===== src/rtl/instr_fetch.sv =====
// instr_fetch: fetch stage between the PC register and decode.
// Optional macro FETCH_MISALIGN_CHECK_EN: misaligned redirects fault and halt.
//
// Ports:
//   clk, reset            clock, async active-high reset
//   current_pc            PC register output
//   pc_en, next_pc        PC register write enable and write value
//   imem_req_valid/ready  fetch request handshake, address imem_req_addr
//   imem_resp_valid/data  in-order instruction responses
//   redirect_valid/target single-cycle redirect from execute
//   if_valid/ready        output handshake toward decode
//   if_pc, if_instr       PC and word of the output instruction
//   fetch_fault           sticky misaligned-redirect flag
module instr_fetch #(
  parameter int DEPTH = 2
) (
  input  logic        clk,
  input  logic        reset,
  input  logic [31:0] current_pc,
  output logic        pc_en,
  output logic [31:0] next_pc,
  output logic        imem_req_valid,
  output logic [31:0] imem_req_addr,
  input  logic        imem_req_ready,
  input  logic        imem_resp_valid,
  input  logic [31:0] imem_resp_data,
  input  logic        redirect_valid,
  input  logic [31:0] redirect_target,
  output logic        if_valid,
  output logic [31:0] if_pc,
  output logic [31:0] if_instr,
  input  logic        if_ready,
  output logic        fetch_fault
);

  localparam int AW = $clog2(DEPTH);
  localparam int CW = $clog2(DEPTH + 1);
  localparam logic [CW-1:0] FULL = CW'(DEPTH);
  localparam logic [CW:0] LIMIT = (CW+1)'(DEPTH);
  localparam logic [CW-1:0] ONE_C = CW'(1);
  localparam logic [AW-1:0] ONE_A = AW'(1);

  typedef enum logic [1:0] {
    IDLE,
    FETCH,
    HALT
  } state_t;

  state_t state;

  logic [CW-1:0] inflight;
  logic [CW-1:0] discard;
  logic [CW-1:0] fcnt;
  logic [AW-1:0] sq_rd;
  logic [AW-1:0] sq_wr;
  logic [AW-1:0] fq_rd;
  logic [AW-1:0] fq_wr;
  logic [31:0]   sq_pc  [DEPTH];
  logic [31:0]   fq_pc  [DEPTH];
  logic [31:0]   fq_ins [DEPTH];

  logic          fetching;
  logic          redir;
  logic          misal;
  logic          pop;
  logic          push;
  logic          drop;
  logic          credit;
  logic          accept;
  logic [CW-1:0] fcnt_eff;

  assign fetching = state == FETCH;
  assign redir    = fetching & redirect_valid;

`ifdef FETCH_MISALIGN_CHECK_EN
  logic fault;
  assign misal       = redir & (redirect_target[1:0] != 2'b00);
  assign fetch_fault = fault;
`else
  logic unused_tgt;
  assign unused_tgt  = ^redirect_target[1:0];
  assign misal       = 1'b0;
  assign fetch_fault = 1'b0;
`endif

  assign if_valid = fcnt != '0;
  assign if_pc    = fq_pc[fq_rd];
  assign if_instr = fq_ins[fq_rd];
  assign pop      = if_valid & if_ready;

  // A pop only frees credit this cycle when the FIFO is not full;
  // a full FIFO's freed slot shows up through fcnt next cycle.
  assign fcnt_eff = fcnt - CW'(pop & (fcnt != FULL));
  assign credit   = ({1'b0, inflight} + {1'b0, fcnt_eff}) < LIMIT;

  assign imem_req_valid = fetching & credit & ~redirect_valid;
  assign imem_req_addr  = current_pc;
  assign accept         = imem_req_valid & imem_req_ready;

  assign pc_en   = accept | (redir & ~misal);
  assign next_pc = redir ? {redirect_target[31:2], 2'b00}
                         : current_pc + 32'd4;

  // Responses are dropped while stale, on a redirect, or outside FETCH.
  assign drop = redir | (discard != '0) | ~fetching;
  assign push = imem_resp_valid & ~drop;

  always_ff @(posedge clk or posedge reset) begin
    if (reset) begin
      state    <= IDLE;
      inflight <= '0;
      discard  <= '0;
      fcnt     <= '0;
      sq_rd    <= '0;
      sq_wr    <= '0;
      fq_rd    <= '0;
      fq_wr    <= '0;
`ifdef FETCH_MISALIGN_CHECK_EN
      fault    <= 1'b0;
`endif
    end else begin
      unique case (state)
        IDLE:  state <= FETCH;
        FETCH: if (misal) state <= HALT;
        HALT:  state <= HALT;
        default: state <= IDLE;
      endcase
`ifdef FETCH_MISALIGN_CHECK_EN
      if (misal) fault <= 1'b1;
`endif
      inflight <= inflight + CW'(accept) - CW'(imem_resp_valid);
      if (redir)
        discard <= inflight - CW'(imem_resp_valid);
      else if (imem_resp_valid && discard != '0)
        discard <= discard - ONE_C;
      if (accept)          sq_wr <= sq_wr + ONE_A;
      if (imem_resp_valid) sq_rd <= sq_rd + ONE_A;
      if (redir) begin
        fq_rd <= '0;
        fq_wr <= '0;
        fcnt  <= '0;
      end else begin
        if (push) fq_wr <= fq_wr + ONE_A;
        if (pop)  fq_rd <= fq_rd + ONE_A;
        fcnt <= fcnt + CW'(push) - CW'(pop);
      end
    end
  end

  always_ff @(posedge clk) begin
    if (accept) sq_pc[sq_wr] <= current_pc;
    if (push) begin
      fq_pc[fq_wr]  <= sq_pc[sq_rd];
      fq_ins[fq_wr] <= imem_resp_data;
    end
  end

endmodule


===== config.mk =====
export PLATFORM = sky130hd
export DESIGN_NAME = instr_fetch
export DESIGN_NICKNAME = d
export VERILOG_FILES = /design/src/rtl/instr_fetch.sv
export SDC_FILE = /design/constraint.sdc
export NUM_CORES = 1
export LEC_CHECK = 0
export BUFFER_PORTS_ARGS = -buffer_cell sky130_fd_sc_hd__buf_2
export CORE_ASPECT_RATIO = 0.6
export CORE_MARGIN = 8
export CORE_UTILIZATION = 45
export CTS_BUF_LIST = sky130_fd_sc_hd__clkbuf_4
export DETAILED_ROUTE_END_ITERATION = 10
export HOLD_SLACK_MARGIN = 0.08
export PLACE_DENSITY = 0.7
export SLEW_MARGIN = 20
export SYNTH_ARGS = -nofsm -noshare
export SYNTH_HDL_FRONTEND = slang
export SYNTH_SLANG_ARGS = --single-unit

===== constraint.sdc =====
create_clock -name clk -period 7.65 [get_ports clk]
set_clock_uncertainty 0.1 [all_clocks]
set_input_delay 0.3825 -clock clk [delete_from_list [all_inputs] [get_ports clk]]
set_output_delay 0.3825 -clock clk [all_outputs]
set_load 0.03 [all_outputs]

Word-level counts from Yosys, hierarchy flattened
Memories as Yosys holds them, arrays and structs flattened.
Cells that the tools add are included.
- register bits: 12
- bits in latches: 0
- RAM bits: 192
- bits in read-only memories: 0
- input port bits: 102
- logic and storage cells: 61
- memories: 3
- memories (name ; words ; width ; rd ports ; clocked after Yosys merged registers in ; write ports ; line ; RTL):
    fq_ins ; 2 ; 32 ; 1 ; 0 ; 1 ; 60 ; logic [31:0] fq_ins [DEPTH];
    fq_pc ; 2 ; 32 ; 1 ; 0 ; 1 ; 59 ; logic [31:0] fq_pc [DEPTH];
    sq_pc ; 2 ; 32 ; 1 ; 0 ; 1 ; 58 ; logic [31:0] sq_pc [DEPTH];
- add/sub/neg operators: 13
- $mul: 0
- div/mod/pow operators: 0
- $lt $le $gt $ge: 1
- eq/ne operators: 3
- shifts and indexed selects: 0
- mux-type cells: 13
- bitwise operators: 13
- reductions and logical operators: 7
- operators with widths (kind ; count):
    $add 32x3->32 const B ; 1
    $mux 32 ; 1
    $reduce_bool 2->1 ; 5
    $mux 1 ; 8
    $sub 2x1->2 ; 4
    $and 1x1->1 ; 7
    $mux 2 ; 3
    $pmux 2 s3 ; 1
    $add 1x1->1 const B ; 4
    $add 2x1->2 ; 2
    $add 2x2->3 ; 1
    $lt 3x2->1 const B ; 1
    $not 1->1 ; 3
    $or 1x1->1 ; 3
    $eq 2x1->1 const B ; 1
    $eq 2x2->1 const B ; 1
    $logic_not 2->1 ; 1
    $ne 2x2->1 const B ; 1
    $sub 2x1->2 const B ; 1
    $logic_and 1x1->1 ; 1

Logic depth before layout (Yosys ltp)
Gate-level depths: netlist (run 1).
- depth in word-level cells: 11
- mapped depth: 11
- gate-level depth less buffers: 11

Least setup slack after synthesis (run 1)
OpenSTA, ideal clock, no wires.
- path type: input port to flip-flop
- start: input port redirect_valid
- end: memory fq_ins[0][0] (enable)
- library setup time: 0.487 ns
- arrival: 3.469 ns
- required time: 7.063 ns
- slack: 3.594 ns
- stages on the path: 3
- path buffers: 0
- path through: nor3b_1 > nand3_1 > nor2_1
- cells in the longest elaborated chain, start to end: 7
- RTL lines (element ; line ; RTL):
    from (decl) ; 27 ; input logic redirect_valid,
    $and 1x1->1 ; 73 ; assign redir = fetching & redirect_valid;
    $or 1x1->1 (2 in series) ; 105 ; assign drop = redir | (discard != '0) | ~fetching;
    $not 1->1 ; 106 ; assign push = imem_resp_valid & ~drop;
    $and 1x1->1 ; 106 ;
    $mux 1 ; 152 ; if (push) begin
    $mux 1 (not written as such) ; 154 ; fq_ins[fq_wr] <= imem_resp_data;
    to (decl) ; 60 ;
No other way between the ends.

Final worst setup path (run 1)
- start: input port current_pc[5]
- end: output port next_pc[21]
- cells in the longest elaborated chain, start to end: 2
- RTL lines (element ; line ; RTL):
    from (decl) ; 19 ; input logic [31:0] current_pc,
    $add 32x3->32 ; 102 ; : current_pc + 32'd4;
    $mux 32 ; 101 ; assign next_pc = redir ? {redirect_target[31:2], 2'b00}
    to (decl) ; 21 ; output logic [31:0] next_pc,
No other way between the ends.

==> impl_metrics.ini, run 1 <==
[run_status]
status = finished clean

[clock_tree]
numCtsBuffers = 48
clk_pin_slew_ns = 0.06
cts_hold_buf = 67
cts.sinks = 204
tritoncts = done
cts_buffer_depth = 3
cts_resized = 0
cts_root_buffer = clkbuf_4
insertion_delay_ns = 0.61
htreeDepth = 2
post_cts_buffers = 0

[global_route]
grt_max_degree = 66
gr-total-overflow = 0
antenna_found_initial = 0
grt_pass1_wl_mm = 34.1
grt_pass1_vias = 6235
track_usage_pct = 17.6

[detailed_routing]
viasPerCell = 4.98
postRouteAntennaNets = 0
drc = 0
wl_mm = 22.1
num_vias = 5810
drt_iter0_markers = 303
drt-pass1-iter-count = 4
wl_per_cell_um = 19.0

[timing]
drv_slew = 0
holdWs_ns = 0.139
relSlewSlack_pct = 31.8
finalSetupViolations = 0
fin_crit_ns = 3.76
worstMarginPinSlew_ns = 1.02
fmax_ghz = 0.266
hold_viol = 0
rsz0062_at_grt = no
timing.setup.tns_ns = 0
finalCritPeriodShare_pct = 49.1

[synth]
ys_seq_area_share_pct = 69.0
synth_edf_count = 192
yosysWarningCount = 0
ys_types = 42
synth_area_per_cell_sq_um = 15.6
syn_inst = 565
synth_ff_type = edfxtp_1
syn_area_sq_um = 8790
synth-seq-cells = 204
synth_nets = 676
async_reset_ff_share_pct = 5.88

[power_and_ir_drop]
ir_worst_vdd_uv = 155
fin_total_pwr_mw = 3.41
p_leak_nw = 4.31
power_density_nw_per_um2 = 301

[placement]
portBuffers = 230
routabilityCongestion = 0.782
dp.cells = 1009
dp_hpwl_mm = 14.3

[floorplan]
initial_core_util_pct = 46.0
core_area_sq_um = 19100
io_pins = 234
dieWidth_um = 196
fp.dieH_um = 124
fp.dieArea_sq_um = 24400
rows = 39

[finish]
final_common_cell = buf_2
mostFrequentLayoutCells = buf_2, edfxtp_1, mux2_2
area_growth_pct = 29.0
utilization_pct = 59.4
num-nets-final = 972
fill_cells = 1465
n_antenna_cell = 0
drive_gt1_share_pct = 47.1
fin_cells = 1166

[run]
cap_violations = 0

[worst_setup_path]
path_max_fanout = 15
worstSetupStartpointType = primary input
required_ns = 7.17
cp-end-kind = primary output
critical_path_class = primary input to primary output
arrival_ns = 3.27

[worst_hold_path]
hp-class = primary input to flop
-- final cells by class --
cell class	count	area (sq um)	share of cell area [%]
clock buffers	70	526	4.64
well taps	266	333	2.94
clock inverters	19	135	1.19
multi-input cells	290	2340	20.6
repair buffers	301	1870	16.5
flip-flops and latches	204	6070	53.6
inverters	16	60.1	0.530
-- layer usage --
| metal | track usage (%) | share of wire [%] | wire [um] |
|---|---|---|---|
| met4 | 4.57 | 1.2 | 274 |
| met2 | 28.5 | 48 | 10500 |
| met1 | 22.7 | 45 | 9900 |
| met3 | 5.29 | 6.5 | 1440 |
| met5 | 0 | 0 | 0 |
-- per-stage QoR --
stage	worst slack, ns	area [sq um]
6_report	3.89	11300
3_5_place_dp	4.32	9970
4_1_cts	3.89	11300
5_1_grt	3.69	11300
2_1_floorplan	3.59	8790
3_3_place_gp	4.42	9970
-- final timing paths --
path                                      startpoint                endpoint  slack (ns)  cells after the start
worst max-delay path                   current_pc[5]             next_pc[21]        3.89                      7
worst min-delay path                        if_ready       fq_rd$_DFFE_PP0P_        0.14                      4
worst max register to register  state[0]$_DFFE_PP0P_  fq_pc[1][31]$_DFFE_PP_        4.69                      4
worst min register to register  state[1]$_DFFE_PP0P_    state[0]$_DFFE_PP0P_        0.37                      1
max in group asynchronous                      reset       fq_rd$_DFFE_PP0P_        6.82                      3
min in group asynchronous                      reset       fq_wr$_DFFE_PP0P_        0.23                      3
-- cells by family after synthesis --
group,after synthesis,share of synthesized area (%)
AOI/OAI and AO/OA,48,3.23
xor gates and xnor gates,23,2.29
adders and majority gates,9,1.37
buffers and inverters,71,4.63
DFF,204,69.0
muxes,96,12.3
other,1,0.0427
and+or+nand+nor,113,7.09
-- where the power goes --
| group | internal, mW | switching, mW | leakage, nW |
|---|---|---|---|
| clock network | 0.493 | 0.431 | 0.391 |
| registers | 1.41 | 0.138 | 1.88 |
| logic | 0.387 | 0.554 | 2.04 |
| total | 2.29 | 1.12 | 4.31 |
-- critical path, cell delays in order --
cell and delay (ns):
dlygate4sd3_1 0.52, buf_2 0.20, and4_1 0.29, nand4bb_1 0.65
or4_2 0.80, a31oi_1 0.19, buf_2 0.22
-- synthesized netlist by cell type, types with 2 or more instances --
cell,count,area [sq um]
and4_1,3,26.3
o31ai_1,7,52.6
dfrtp_1,12,300
ha_1,8,100
nor2_1,25,93.8
mux2_2,96,1080
inv_1,16,60.1
and2_1,2,12.5
and3_1,4,25.0
buf_4,33,248
clkbuf_1,19,71.3
or4_4,3,33.8
nand4_1,4,25.0
o21ai_0,23,115
a31oi_1,16,100
or4_1,5,37.5
buf_6,2,22.5
edfxtp_1,192,5770
nand2_1,29,109
xor2_1,6,52.6
nand3_1,12,60.1
nor3_1,2,10.0
or2_2,2,12.5
or3_1,7,43.8
xnor2_1,17,149
nor2b_1,4,25.0
-- state kept, by name, summed over array words and instances (netlist names) --
register,cells
fcnt,2
sq_rd,1
fq_rd,1
sq_wr,1
fq_pc,64
inflight,2
sq_pc,64
state,2
fq_ins,64
fq_wr,1
discard,2
No activity file was read; power rests on OpenSTA's default activity.
==> run 2, diff against run 1 <==
--- a/config.mk
+++ b/config.mk
@@ -5,6 +5,7 @@
 export SDC_FILE = /design/constraint.sdc
 export NUM_CORES = 1
 export LEC_CHECK = 0
+export ABC_AREA = 1
 export BUFFER_PORTS_ARGS = -buffer_cell sky130_fd_sc_hd__buf_2
 export CORE_ASPECT_RATIO = 0.6
 export CORE_MARGIN = 8
@@ -12,7 +13,7 @@
 export CTS_BUF_LIST = sky130_fd_sc_hd__clkbuf_4
 export DETAILED_ROUTE_END_ITERATION = 10
 export HOLD_SLACK_MARGIN = 0.08
-export PLACE_DENSITY = 0.7
+export PLACE_DENSITY = 0.72
 export SLEW_MARGIN = 20
 export SYNTH_ARGS = -nofsm -noshare
 export SYNTH_HDL_FRONTEND = slang
==> constraint.sdc (replaced) <==
create_clock -name clk -period 3.2 [get_ports clk]
set_clock_uncertainty 0.1 [all_clocks]
set_input_delay 0.16 -clock clk [delete_from_list [all_inputs] [get_ports clk]]
set_output_delay 0.16 -clock clk [all_outputs]
set_load 0.03 [all_outputs]
==> run 2 against run 1 <==
Against the previous run: critical path depth grew 15; final area grew 4.1%; largest cell class unchanged; utilization is essentially flat.
==> impl_metrics.ini, run 2 <==
[run_status]
status = finished clean

[synth]
synth_top_family_by_area = simple AND/OR/NAND/NOR gates
synth_nets = 919
synthTopCellsByArea = edfxtp_1, nand2_1, mux2_2
synth_edf_count = 192
synth-xor-area-share_pct = 1.35
synth.top_cells.by_count = nand2_1, edfxtp_1, inv_1
ys_seq_area_share_pct = 67.0
synth-adder-area-share_pct = 1.33
synth_ff_type = edfxtp_1
yosysTopAreaCell = edfxtp_1
ys_types = 30
synth_top_area_share_pct = 63.7
yosys.area_share.simple_pct = 19.4
syn_inst = 808
async_reset_ff_share_pct = 5.88
syn_area_sq_um = 9050
yosysWarningCount = 0
synth_area_per_cell_sq_um = 11.2
synth-seq-cells = 204
muxShareOfSynthArea_pct = 3.98
yosysMostFrequentCell = nand2_1
synth_compound_area_share_pct = 1.06

[finish]
drive_gt1_share_pct = 34.2
mostFrequentLayoutCells = nand2_1, buf_2, edfxtp_1
fill_cells = 1635
fin_area_sq_um = 11800
num-nets-final = 1239
area_growth_pct = 30.3
utilization_pct = 59.4
largest_registers = fq_ins (64), fq_pc (64), sq_pc (64)
multi_input_area_sq_um = 2560
n_antenna_cell = 0
seq_area_sq_um = 6070
final_common_cell = nand2_1

[detailed_routing]
routed.top_layer = met4
met2WireLength_mm = 11.0
viasPerCell = 4.69
num_vias = 6712
met1_length_mm = 10.6
drt-pass1-iter-count = 5
wl_mm = 23.7
postRouteAntennaNets = 0
drc = 0
wl_met3_mm = 1.69
drt_iter0_markers = 379
wl_per_cell_um = 16.5

[worst_setup_path]
critical_path_class = flop to flop
path_max_fanout = 3
worstReg2RegStart = fcnt[1]$_DFF_PP0_
startpoint = fcnt[1]$_DFF_PP0_
r2r_slack_ns = 0.05
arrival_ns = 3.51
worstSetupStartpointType = flop
required_ns = 3.56
cp-end-kind = flop

[global_route]
track_usage_pct = 18.2
grt_max_degree = 65
grt_pass1_vias = 6865
gr-total-overflow = 0
grt_pass1_wl_mm = 36.0
antenna_found_initial = 0

[timing]
finalSetupViolations = 0
rsz0062_at_grt = yes
timing.setup.tns_ns = 0
setup_ws_ns = 0.0499
fin_crit_ns = 3.15
hold_viol = 0
fmax_ghz = 0.317
drv_slew = 0
worstMarginPinSlew_ns = 0.806
finalCritPeriodShare_pct = 98.4
relSlewSlack_pct = 46.3

[clock_tree]
numCtsBuffers = 49
cts_root_buffer = clkbuf_4
cts_buffer_depth = 3
insertion_delay_ns = 0.60
htreeDepth = 2
tritoncts = done
cts.sinks = 204
clk_pin_slew_ns = 0.07

[floorplan]
core_area_sq_um = 19900
io_pins = 234
fp.dieH_um = 126
initial_core_util_pct = 45.6
rows = 40
fp.dieArea_sq_um = 25100
dieWidth_um = 199

[power_and_ir_drop]
ir_worst_vdd_uv = 432
fin_total_pwr_mw = 7.94
p_leak_nw = 5.08
power_density_nw_per_um2 = 673

[placement]
dp_hpwl_mm = 15.5
placed_area_sq_um = 10400
portBuffers = 230
dpl_worst_slack_ns = 0.0824
routabilityCongestion = 0.850

[worst_hold_path]
min_from = imem_resp_data[4]
hp-class = primary input to flop

[run]
cap_violations = 0
==> run 2: what timing repair did <==
| item | 4_1_cts | 5_1_grt |
|---|---|---|
| pin swaps | 7 | 9 |
| hold buffers | 69 | 0 |
| buffers inserted | 17 | 0 |
| endpoints found under the setup margin | 1 | 10 |
| endpoints found under the hold margin | 149 | 0 |
| resized for setup | 9 | 11 |
==> run 2: stage by stage <==
step / hold slack (ns) / std cells
global placement: 0.136 / 1265
global route: 0.134 / 1431
CTS: 0.125 / 1432
floorplan: -0.0753 / 808
finish: 0.187 / 1431
detailed placement: 0.139 / 1265
==> run 2: kinds of logic (layout without fill, tap and decap cells) <==
group	count (synthesis)	after routing
AOI/OAI and AO/OA	17	17
xor gates and xnor gates	14	14
adders and majority gates	9	9
buffers and inverters	100	450
DFF	204	204
muxes	32	32
other	1	1
and+or+nand+nor	431	431
==> run 2: worst max-delay path, stage by stage, from the launching register on <==
cell	delay, ns
dfrtp_1	0.36
or2_4	0.14
nand2_4	0.05
buf_4	0.12
buf_4	0.12
buf_4	0.12
buf_4	0.12
buf_4	0.12
buf_4	0.12
buf_4	0.12
buf_4	0.12
buf_4	0.12
buf_4	0.12
buf_4	0.12
buf_4	0.12
buf_4	0.12
buf_4	0.14
inv_4	0.05
ha_4	0.19
inv_4	0.05
ha_4	0.11
xor2_1	0.17
nor2_1	0.07
==> run 2: final timing paths <==
kind                            cells past startpoint                      to
worst min-delay path                                2  fq_ins[1][4]$_DFFE_PP_
max in group asynchronous                           4       fq_rd$_DFFE_PP0P_
worst max register to register                     22       fcnt[1]$_DFF_PP0_
worst max-delay path                               22       fcnt[1]$_DFF_PP0_
min in group asynchronous                           4       fq_wr$_DFFE_PP0P_
worst min register to register                      1    state[0]$_DFFE_PP0P_
==> run 2: report_power, final <==
group	leakage, nW	total (mW)	switching [mW]	internal (mW)
combinational	2.88	2.51	1.62	0.889
clock	0.323	1.90	0.973	0.931
sequential	1.88	3.53	0.172	3.35
==> run 2: layout make-up <==
type | count | share of cell area, %
inverter | 42 | 1.38
tap | 273 | 2.90
sequential | 204 | 51.4
timing repair buffer | 327 | 17.9
clock buffer | 64 | 4.07
multi-input combinational | 504 | 21.7
clock inverter | 17 | 0.626
==> run 2: routing by layer <==
metal / global-route usage [%] / up-vias
li1: - / 3317
met1: 24.0 / 3137
met2: 29.8 / 224
met3: 4.20 / 34
met4: 4.95 / 0
met5: 0 / -
==> run 3, diff against run 2 <==
--- a/config.mk
+++ b/config.mk
@@ -13,7 +13,7 @@
 export CTS_BUF_LIST = sky130_fd_sc_hd__clkbuf_4
 export DETAILED_ROUTE_END_ITERATION = 10
 export HOLD_SLACK_MARGIN = 0.08
-export PLACE_DENSITY = 0.72
+export PLACE_DENSITY = 0.7
 export SLEW_MARGIN = 20
 export SYNTH_ARGS = -nofsm -noshare
 export SYNTH_HDL_FRONTEND = slang
==> constraint.sdc (replaced) <==
create_clock -name clk -period 4 [get_ports clk]
set_clock_uncertainty 0.1 [all_clocks]
set_input_delay 0.2 -clock clk [delete_from_list [all_inputs] [get_ports clk]]
set_output_delay 0.2 -clock clk [all_outputs]
set_load 0.03 [all_outputs]
==> run 3 against run 2 <==
Against the previous run: final area shrank 1.8%; critical path depth down 12; utilization down 1.1 points; worst hold slack worse by 0.070 ns; final cell count down 1.1%; clock power is 15% lower; die area stayed put; setup slack improved by 0.37 ns; via count fell by 2.1%; largest cell class unchanged; largest power group unchanged; highest routed layer unchanged.
==> impl_metrics.ini, run 3 (synthesized netlist as in run 2, its figures left out) <==
[detailed_routing]
drt_iter0_markers = 366
viasPerCell = 4.64
drc = 0
postRouteAntennaNets = 0
num_vias = 6569
drt-pass1-iter-count = 4
wl_mm = 23.4
wl_per_cell_um = 16.5

[power_and_ir_drop]
ir_worst_vdd_uv = 370
power_density_nw_per_um2 = 542
p_leak_nw = 5.02

[finish]
mostFrequentLayoutCells = nand2_1, buf_2, edfxtp_1
final_common_cell = nand2_1
largest_registers = fq_ins (64), fq_pc (64), sq_pc (64)
num-nets-final = 1221
drive_gt1_share_pct = 32.7
area_growth_pct = 28.0
n_antenna_cell = 0
utilization_pct = 58.3
fill_cells = 1691

[global_route]
track_usage_pct = 18.1
gr-total-overflow = 0
grt_pass1_wl_mm = 35.6
antenna_found_initial = 0
grt_pass1_vias = 6627
grt_max_degree = 65

[floorplan]
core_area_sq_um = 19900
io_pins = 234
rows = 40
initial_core_util_pct = 45.6
dieWidth_um = 199
fp.dieArea_sq_um = 25100
fp.dieH_um = 126

[run_status]
status = finished clean

[worst_setup_path]
r2r_slack_ns = 0.56
rr_worst_depth = 13
path_max_fanout = 5
worst_path_most_repeated_cell = nand2_1
arrival_ns = 3.28
critical_path_class = flop to primary output
cp-end-kind = primary output
worst_path_max_delay_cell = fa_1
worstReg2RegStart = fcnt[1]$_DFF_PP0_
crit_path_end = pc_en
cpPeakStageDelay_ns = 0.48
required_ns = 3.70
worstSetupStartpointType = flop
r2r-end = inflight[1]$_DFF_PP0_
cp_cell_sequence = or2_2 > nand2_1 > a21oi_1 > ha_1 > or2_2 > fa_1 > and3_1 > nand2_1 > nand2_1 > buf_2
startpoint = fcnt[1]$_DFF_PP0_

[clock_tree]
cts_root_buffer = clkbuf_4
cts_resized = 0
tritoncts = done
cts.sinks = 204
cts_hold_buf = 70
clk_pin_slew_ns = 0.07
htreeDepth = 2
cts_buffer_depth = 3
numCtsBuffers = 48
insertion_delay_ns = 0.60
post_cts_buffers = 0

[worst_hold_path]
hp-class = primary input to async pin

[timing]
fmax_ghz = 0.279
finalCritPeriodShare_pct = 89.5
hold_viol = 0
fin_crit_ns = 3.58
finalSetupViolations = 0
worstMarginPinSlew_ns = 0.864
timing.setup.tns_ns = 0
drv_slew = 0
rsz0062_at_grt = no
relSlewSlack_pct = 42.4
setup_ws_ns = 0.420

[placement]
portBuffers = 230
routabilityCongestion = 0.824
dpl_worst_slack_ns = 0.594
dp_hpwl_mm = 15.5

[run]
cap_violations = 0
==> run 3: cell count changes in the layout (fill, tap and decap cells not counted), moves of 3 or more <==
| cell | previous run | this run |
|---|---|---|
| ha_1 | 5 | 8 |
| nand2_1 | 327 | 330 |
| buf_12 | 4 | 0 |
| clkbuf_4 | 64 | 69 |
| clkinv_1 | 13 | 9 |
| buf_4 | 23 | 10 |
==> run 3: power by group <==
part	internal [mW]	switching, mW	total [mW]
Combinational	0.590	1.24	1.83
Sequential	2.68	0.142	2.83
Clock	0.856	0.766	1.62
==> run 3: metal layers <==
| metal | wire (um) | share of wire (%) | up-vias | global-route usage, % |
|---|---|---|---|---|
| met3 | 1920 | 8.2 | 16 | 4.52 |
| li1 | - | - | 3283 | - |
| met1 | 10400 | 44 | 3044 | 24.8 |
| met5 | 0 | 0 | - | 0 |
| met2 | 10900 | 47 | 226 | 29.3 |
| met4 | 150 | 0.64 | 0 | 2.82 |
==> run 3: worst min-delay path by stage <==
stage,endpoint,startpoint,cells after the start
2_1_floorplan,discard[0]$_DFFE_PP0P_,reset,1
4_1_cts,fcnt[1]$_DFF_PP0_,reset,3
3_5_place_dp,fcnt[1]$_DFF_PP0_,reset,2
5_1_grt,fcnt[1]$_DFF_PP0_,reset,3
3_3_place_gp,discard[1]$_DFFE_PP0P_,reset,2
6_report,fcnt[1]$_DFF_PP0_,reset,3
==> run 3: area by class of cell <==
class / instances / area (sq um) / share of cell area (%)
sequential: 204 / 6070 / 52.4
multi-input combinational: 504 / 2490 / 21.5
timing repair buffer: 310 / 1930 / 16.6
inverter: 42 / 158 / 1.36
clock buffer: 69 / 518 / 4.47
tap: 273 / 342 / 2.95
clock inverter: 13 / 82.6 / 0.713
==> run 3: worst max-delay path, delay by kind of cell (launching register included) <==
kind / cells / cell delay, ns
buffers and inverters: 1 / 0.20
adder cells (fa/ha/maj): 2 / 0.74
AND/OR/NAND/NOR: 6 / 1.24
flip-flops: 1 / 0.43
AO/OA/AOI/OAI: 1 / 0.06
==> run 3: metrics by stage <==
stage,std cells,cell area [sq um],hold WS [ns],total power [mW]
after floorplan,808,9060,-0.0353,4.08
after global placement,1263,10300,0.180,4.63
after detailed placement,1263,10300,0.170,4.67
after CTS,1415,11600,0.0934,6.36
after global routing,1415,11600,0.114,6.61
final,1415,11600,0.117,6.28
